===== config.mk =====
export PLATFORM = sky130hd
export DESIGN_NAME = audio_mixer_flat
export DESIGN_NICKNAME = d
export VERILOG_FILES = /design/src/rtl/audio_pkg.sv /design/src/rtl/audio_mixer_if.sv /design/src/rtl/sigma_delta.sv /design/src/rtl/audio_mixer.sv /design/src/flat_wrapper.sv
export SDC_FILE = /design/constraint.sdc
export NUM_CORES = 1
export LEC_CHECK = 0
export BUFFER_PORTS_ARGS = -buffer_cell sky130_fd_sc_hd__buf_2
export CAP_MARGIN = 10
export CORE_MARGIN = 10
export CORE_UTILIZATION = 35
export CTS_CLUSTER_DIAMETER = 200
export CTS_CLUSTER_SIZE = 14
export DETAILED_ROUTE_END_ITERATION = 8
export PLACE_DENSITY = 0.61
export REMOVE_ABC_BUFFERS = 1
export SLEW_MARGIN = 20
export SYNTH_ARGS = -nofsm -noshare
export SYNTH_HDL_FRONTEND = slang
export SYNTH_SLANG_ARGS = --single-unit

===== constraint.sdc =====
create_clock -name clock -period 5.2 [get_ports clock]
set_input_delay 0.78 -clock clock [delete_from_list [all_inputs] [get_ports clock]]
set_output_delay 0.78 -clock clock [all_outputs]
set_load 0.01 [all_outputs]

===== src/rtl/audio_pkg.sv =====
// Shared constants, state encoding and gain helper for the stereo mixer.
package audio_pkg;

    // Stereo arrangement select values (3 decodes as mono too)
    localparam logic [1:0] MODE_MONO = 2'd0;
    localparam logic [1:0] MODE_ABC  = 2'd1;
    localparam logic [1:0] MODE_ACB  = 2'd2;

    // Beeper contributions added to both sides
    localparam logic [14:0] EAR_LEVEL = 15'd4095;
    localparam logic [14:0] MIC_LEVEL = 15'd1024;

    // Unity gain; samples are scaled by gain/16
    localparam logic [4:0] GAIN_MAX = 5'd16;

    typedef enum logic [1:0] {
        StMuted    = 2'd0,
        StRampUp   = 2'd1,
        StActive   = 2'd2,
        StRampDown = 2'd3
    } gain_state_e;

    // Zero-extend a 12-bit channel level to the 15-bit mix width
    function automatic logic [14:0] ext12(input logic [11:0] v);
        return {3'b000, v};
    endfunction

    // (sample * gain) >> 4; gain never exceeds 16 so the result fits 15 bits
    function automatic logic [14:0] apply_gain(input logic [14:0] sample,
                                               input logic [4:0]  gain);
        logic [19:0] prod;
        prod = {5'd0, sample} * {15'd0, gain};
        return 15'(prod >> 4);
    endfunction

endpackage


===== src/rtl/audio_mixer_if.sv =====
// Channel inputs, control and audio outputs of the mixer, bundled as one bus.
interface audio_mixer_if;

    logic        ce;
    logic [11:0] a;
    logic [11:0] b;
    logic [11:0] c;
    logic        ear;
    logic        mic;
    logic [1:0]  mode;
    logic        mute;
    logic [14:0] left;
    logic [14:0] right;
    logic        dsl;
    logic        dsr;

    // Source of levels/control, consumer of audio
    modport master (
        output ce, a, b, c, ear, mic, mode, mute,
        input  left, right, dsl, dsr
    );

    // The mixer itself
    modport slave (
        input  ce, a, b, c, ear, mic, mode, mute,
        output left, right, dsl, dsr
    );

endinterface


===== src/rtl/sigma_delta.sv =====
// First-order sigma-delta modulator: carry out of a 15-bit accumulator is the
// 1-bit stream, so its density is sample / 32768.
module sigma_delta (
    input  logic        clock,
    input  logic        reset,     // asynchronous, active-low
    input  logic [14:0] sample_i,
    output logic        ds_o
);

    logic [14:0] acc_q, acc_d;
    logic        ds_q, ds_d;

    // Accumulate the sample; the overflow bit becomes the next output bit
    always_comb begin
        {ds_d, acc_d} = {1'b0, acc_q} + {1'b0, sample_i};
    end

    // Accumulator and output bit registers, updated every clock
    always_ff @(posedge clock or negedge reset) begin
        if (!reset) begin
            acc_q <= '0;
            ds_q  <= 1'b0;
        end else begin
            acc_q <= acc_d;
            ds_q  <= ds_d;
        end
    end

    assign ds_o = ds_q;

endmodule


===== src/rtl/audio_mixer.sv =====
// PSG + beeper stereo mixer: registered mix, registered soft-mute gain stage
// with a prescaled ramp, and a sigma-delta bitstream per side.
module audio_mixer
    import audio_pkg::*;
#(
    parameter int unsigned RAMP_SHIFT = 8
) (
    input  logic          clock,
    input  logic          reset,     // asynchronous, active-low
    audio_mixer_if.slave  bus
);

    localparam logic [RAMP_SHIFT-1:0] PRESC_LAST = '1;
    localparam logic [RAMP_SHIFT-1:0] PRESC_ONE  = RAMP_SHIFT'(1);

    logic [14:0] a15, b15, c15;
    logic [14:0] base_l, base_r, extra;

    logic [14:0] mix_l_q, mix_l_d;
    logic [14:0] mix_r_q, mix_r_d;
    logic [14:0] left_q, left_d;
    logic [14:0] right_q, right_d;

    gain_state_e           state_q, state_d;
    logic [4:0]            gain_q, gain_d;
    logic [RAMP_SHIFT-1:0] presc_q, presc_d;
    logic                  wrap;

    logic dsl, dsr;

    assign a15 = ext12(bus.a);
    assign b15 = ext12(bus.b);
    assign c15 = ext12(bus.c);

    // Stage 1: arrange channels per mode, add beeper bits, capture on ce
    always_comb begin
        base_l = a15 + b15 + c15;
        base_r = a15 + b15 + c15;
        case (bus.mode)
            MODE_ABC: begin
                base_l = (a15 << 1) + b15;
                base_r = (c15 << 1) + b15;
            end
            MODE_ACB: begin
                base_l = (a15 << 1) + c15;
                base_r = (b15 << 1) + c15;
            end
            default: ;
        endcase
        extra = (bus.ear ? EAR_LEVEL : 15'd0) + (bus.mic ? MIC_LEVEL : 15'd0);

        mix_l_d = mix_l_q;
        mix_r_d = mix_r_q;
        if (bus.ce) begin
            mix_l_d = base_l + extra;
            mix_r_d = base_r + extra;
        end
    end

    // Stage 2: scale the held mix by the gain held before this edge
    always_comb begin
        left_d  = left_q;
        right_d = right_q;
        if (bus.ce) begin
            left_d  = apply_gain(mix_l_q, gain_q);
            right_d = apply_gain(mix_r_q, gain_q);
        end
    end

    // Gain ramp FSM: the prescaler only runs while ramping, and a direction
    // reversal takes effect without stepping the gain on that ce
    always_comb begin
        state_d = state_q;
        gain_d  = gain_q;
        presc_d = presc_q;
        wrap    = (presc_q == PRESC_LAST);

        if (bus.ce) begin
            unique case (state_q)
                StMuted: begin
                    presc_d = '0;
                    if (!bus.mute) begin
                        state_d = StRampUp;
                    end
                end
                StRampUp: begin
                    presc_d = presc_q + PRESC_ONE;
                    if (bus.mute) begin
                        state_d = StRampDown;
                    end else if (gain_q >= GAIN_MAX) begin
                        // Reached here via a brief mute blip at full gain
                        state_d = StActive;
                        presc_d = '0;
                    end else if (wrap) begin
                        gain_d = gain_q + 5'd1;
                        if (gain_q == GAIN_MAX - 5'd1) begin
                            state_d = StActive;
                            presc_d = '0;
                        end
                    end
                end
                StActive: begin
                    presc_d = '0;
                    if (bus.mute) begin
                        state_d = StRampDown;
                    end
                end
                StRampDown: begin
                    presc_d = presc_q + PRESC_ONE;
                    if (!bus.mute) begin
                        state_d = StRampUp;
                    end else if (gain_q == 5'd0) begin
                        // Reached here via a brief unmute at zero gain
                        state_d = StMuted;
                        presc_d = '0;
                    end else if (wrap) begin
                        gain_d = gain_q - 5'd1;
                        if (gain_q == 5'd1) begin
                            state_d = StMuted;
                            presc_d = '0;
                        end
                    end
                end
                default: ;
            endcase
        end
    end

    // Mix, gain and FSM registers
    always_ff @(posedge clock or negedge reset) begin
        if (!reset) begin
            mix_l_q <= '0;
            mix_r_q <= '0;
            left_q  <= '0;
            right_q <= '0;
            state_q <= StMuted;
            gain_q  <= '0;
            presc_q <= '0;
        end else begin
            mix_l_q <= mix_l_d;
            mix_r_q <= mix_r_d;
            left_q  <= left_d;
            right_q <= right_d;
            state_q <= state_d;
            gain_q  <= gain_d;
            presc_q <= presc_d;
        end
    end

    sigma_delta u_sd_left (
        .clock    (clock),
        .reset    (reset),
        .sample_i (left_q),
        .ds_o     (dsl)
    );

    sigma_delta u_sd_right (
        .clock    (clock),
        .reset    (reset),
        .sample_i (right_q),
        .ds_o     (dsr)
    );

    assign bus.left  = left_q;
    assign bus.right = right_q;
    assign bus.dsl   = dsl;
    assign bus.dsr   = dsr;

endmodule


===== src/flat_wrapper.sv =====
// flat-port wrapper written by rule: the top's interface ports become plain ports
module audio_mixer_flat import audio_pkg::*;
#(
    parameter int unsigned RAMP_SHIFT = 8
)
  (clock, reset, bus_ce, bus_a, bus_b, bus_c, bus_ear, bus_mic, bus_mode, bus_mute, bus_left, bus_right, bus_dsl, bus_dsr);
  audio_mixer_if bus_i ();
  input  logic clock;
  input  logic reset;
  input wire logic [$bits(bus_i.ce)-1:0] bus_ce;
  input wire logic [$bits(bus_i.a)-1:0] bus_a;
  input wire logic [$bits(bus_i.b)-1:0] bus_b;
  input wire logic [$bits(bus_i.c)-1:0] bus_c;
  input wire logic [$bits(bus_i.ear)-1:0] bus_ear;
  input wire logic [$bits(bus_i.mic)-1:0] bus_mic;
  input wire logic [$bits(bus_i.mode)-1:0] bus_mode;
  input wire logic [$bits(bus_i.mute)-1:0] bus_mute;
  output wire logic [$bits(bus_i.left)-1:0] bus_left;
  output wire logic [$bits(bus_i.right)-1:0] bus_right;
  output wire logic [$bits(bus_i.dsl)-1:0] bus_dsl;
  output wire logic [$bits(bus_i.dsr)-1:0] bus_dsr;
  assign bus_i.ce = bus_ce;
  assign bus_i.a = bus_a;
  assign bus_i.b = bus_b;
  assign bus_i.c = bus_c;
  assign bus_i.ear = bus_ear;
  assign bus_i.mic = bus_mic;
  assign bus_i.mode = bus_mode;
  assign bus_i.mute = bus_mute;
  assign bus_left = bus_i.left;
  assign bus_right = bus_i.right;
  assign bus_dsl = bus_i.dsl;
  assign bus_dsr = bus_i.dsr;
  audio_mixer #(.RAMP_SHIFT(RAMP_SHIFT)) u_core (.clock(clock), .reset(reset), .bus(bus_i));
endmodule

==> results.cfg <==
[global_routing]
grt_antenna_before_repair = 0
grt_start_max_net_pins = 65
grtUsageTotal_pct = 13.80
grt_pass1_vias = 10730
grt_overflow = 0
grt_pass1_wl_um = 52100

[timing]
fin_skew_ns = 0.009651
setup_viol = 0
holdWs_ns = 0.4708
hold_violations = 0
relSlewSlack_pct = 42.64
slew_violations = 0
final.period_utilization_pct = 91.93
period_minus_slack_ns = 4.780
max_freq_mhz = 209.2
rsz0062_at_grt = false
worst_pin_slew_ns = 0.8604
finalSetupTns_ns = 0

[worst_setup_path]
endpoint_kind = flop
cp.arrival_ns = 5.00
worst_setup_path_start_kind = input port
required_ns = 5.42
worstSetupPathType = in2reg
cp_max_fo = 5

[clock_network]
clk_pin_slew_worst_paths_ns = 0.07
worstSkewPairLatency_ns = 0.36
ctsHoldBuffers = 0
cts_root_buffer = clkbuf_16
cts_buffer_depth = 2
cts-buffers-inserted = 9
cts.sinks = 106
cts_resized = 0
cts_tree = built
cts_setup_buffers = 0
cts_htree_levels = 3

[logic_synthesis]
synth_cell_types = 69
seq_area_frac_synth_pct = 20.34
synth_area_per_cell_sq_um = 8.938
syn_inst = 1459
async_reset_ff_share_pct = 100.0
synth_seq_cells = 106
synth_flop_cell = dfrtp_1
synth_area_sq_mm = 0.01304
synthTopCellsByArea = dfrtp_1 20%, ha_1 17%, fa_1 13%
yosys.area.top_type_share_pct = 20.34
yosys_warnings = 0
synth_edf_count = 0
yosys.area.top_type = dfrtp_1

[placed_design]
globalplace.congestion = 0.8850
placed_area_sq_mm = 0.01401
dp_hpwl_um = 24810
portBuffers = 75

[detailed_routing]
drc = 0
first_pass_iters = 6
totalWireLength_um = 30450
drtIter0Drc = 444
vias = 10440
vias_per_cell = 5.229
wl_per_cell_um = 15.26
antenna_left = 0

[worst_hold_path]
min_path_type = reg2reg

[die]
dieWidth_um = 213.0
core-area_sq_mm = 0.03670
ios = 76
initial_core_util_pct = 35.54
dieHeight_um = 213.0
dieArea_sq_mm = 0.04538
num_rows = 70

[pwr]
clkPwrFrac_pct = 8.0
comb_power_share_pct = 71.1
intPower_uw = 4121
seq_power_share_pct = 20.9
powerDensity_mw_per_mm2 = 533.0
peakVddDrop_mv = 0.1989
switchingPower_uw = 3474
swShare_pct = 45.74
leakagePower_uw = 0.006778

[final_layout]
syn2layout_area_growth_pct = 9.268
fillers = 3732
fin_util_pct = 38.83
drive_gt1_share_pct = 11.58
design_area_sq_mm = 0.01425
n_antenna_cell = 0
final_cell_mix = 178 x ha_1, 162 x nand2_1, 115 x inv_1
final_common_cell = ha_1
fin_nets = 1831

[job]
maxCapViolCount = 0

[run_status]
status = finished clean
per-stage QoR:
stage	total power, uW	std cells	worst slack [ns]
floorplan	5804	1420	0.2842
global placement	6877	1983	0.1258
detailed placement	7017	1983	0.07051
CTS	7683	1996	0.4552
global route	8520	1996	0.03375
finish	7595	1996	0.4196
power groups by stage:
| stage | clock (uW) | combinational, uW | sequential (uW) |
|---|---|---|---|
| 3_5_place_dp | 0 | 5410 | 1610 |
| 2_1_floorplan | 0 | 4270 | 1530 |
| 6_report | 608 | 5400 | 1590 |
| 4_1_cts | 634 | 5450 | 1590 |
| 5_1_grt | 661 | 6210 | 1650 |
| 3_3_place_gp | 0 | 5280 | 1600 |
sequential cells by signal, summed over array words and instances (netlist names):
signal                   cells
u_core.u_sd_right.ds_o       1
u_core.gain_q                5
u_core.presc_q               8
u_core.bus.left             15
u_core.state_q               2
u_core.mix_r_q              15
u_core.mix_l_q              14
u_core.bus.right            15
u_core.u_sd_right.acc_q     15
u_core.u_sd_left.ds_o        1
u_core.u_sd_left.acc_q      15
kinds of logic (layout without fill, tap and decap cells):
logic type,count (synthesis),in the layout,share of synthesized area (%)
AO/OA/AOI/OAI,325,325,16.62
XOR/XNOR,126,126,8.462
adder cells (fa/ha/maj),261,261,29.82
buffers and inverters,154,223,4.432
flip-flops,106,106,20.34
multiplexers,53,53,4.528
AND/OR/NAND/NOR,434,434,15.80
cells in the mapped netlist, types with 4 or more instances:
| library cell | instances |
|---|---|
| a2111oi_0 | 4 |
| a211o_1 | 5 |
| a211oi_1 | 18 |
| a21boi_0 | 10 |
| a21o_1 | 25 |
| a21oi_1 | 85 |
| a221oi_1 | 5 |
| a22o_1 | 5 |
| a22oi_1 | 6 |
| a31o_2 | 5 |
| a31oi_1 | 11 |
| and2_1 | 64 |
| and3_1 | 10 |
| clkbuf_1 | 37 |
| dfrtp_1 | 106 |
| fa_1 | 83 |
| ha_1 | 178 |
| inv_1 | 115 |
| mux2_2 | 48 |
| mux2i_1 | 5 |
| nand2_1 | 162 |
| nand2b_1 | 7 |
| nand3_1 | 35 |
| nor2_1 | 80 |
| nor2b_1 | 23 |
| nor3_1 | 26 |
| nor4_1 | 4 |
| o211ai_1 | 5 |
| o21a_1 | 14 |
| o21ai_0 | 59 |
| o21ai_1 | 4 |
| o21bai_1 | 11 |
| o31ai_1 | 18 |
| or2_2 | 8 |
| xnor2_1 | 92 |
| xor2_1 | 34 |
path summary, 6_finish.rpt:
check | depth (start not counted) | slack (ns) | to | from
min in group asynchronous | 1 | 0.53 | u_core.u_sd_left.acc_q[0]$_DFF_PN0_ | reset
hold reg to reg | 1 | 0.47 | u_core.u_sd_right.acc_q[0]$_DFF_PN0_ | u_core.u_sd_right.acc_q[0]$_DFF_PN0_
setup reg to reg | 14 | 0.48 | u_core.bus.left[14]$_DFFE_PN0P_ | u_core.mix_r_q[0]$_DFFE_PN0P_
max in group asynchronous | 2 | 3.57 | u_core.bus.left[11]$_DFFE_PN0P_ | reset
setup / recovery | 21 | 0.42 | u_core.mix_r_q[13]$_DFFE_PN0P_ | bus_b[1]
hold / removal | 1 | 0.47 | u_core.u_sd_right.acc_q[0]$_DFF_PN0_ | u_core.u_sd_right.acc_q[0]$_DFF_PN0_
area by class of cell:
type | instances | area [sq um] | share of cell area [%]
multi-input combinational | 1199 | 9811 | 68.85
sequential | 106 | 2653 | 18.61
tap | 468 | 585.6 | 4.109
timing repair buffer | 95 | 528.0 | 3.705
inverter | 115 | 431.7 | 3.029
clock buffer | 12 | 236.5 | 1.659
clock inverter | 1 | 5.005 | 0.03512
critical path, stage by stage:
cell and delay, ns:
buf_2 0.15, ha_1 0.30, a21o_1 0.18, a21oi_1 0.21, nor2b_1 0.08, o21a_1 0.19, o22a_1 0.22, a2111oi_0 0.46
o21bai_1 0.17, xor2_1 0.17, ha_1 0.21, or3_1 0.31, o31ai_1 0.25, xnor2_1 0.15, nand2_1 0.08, o21ai_1 0.09
ha_1 0.30, and3_1 0.17, a211oi_1 0.28, xnor2_1 0.15, a21oi_1 0.09
routing by layer:
metal,vias to the layer above,share of wire (%),global-route usage (%)
li1,5195,-,-
met1,5061,49,18.07
met2,164,47,23.50
met3,17,3.3,1.921
met4,0,1.2,3.225
met5,-,0,0
Power figures use the tool's default switching activity.
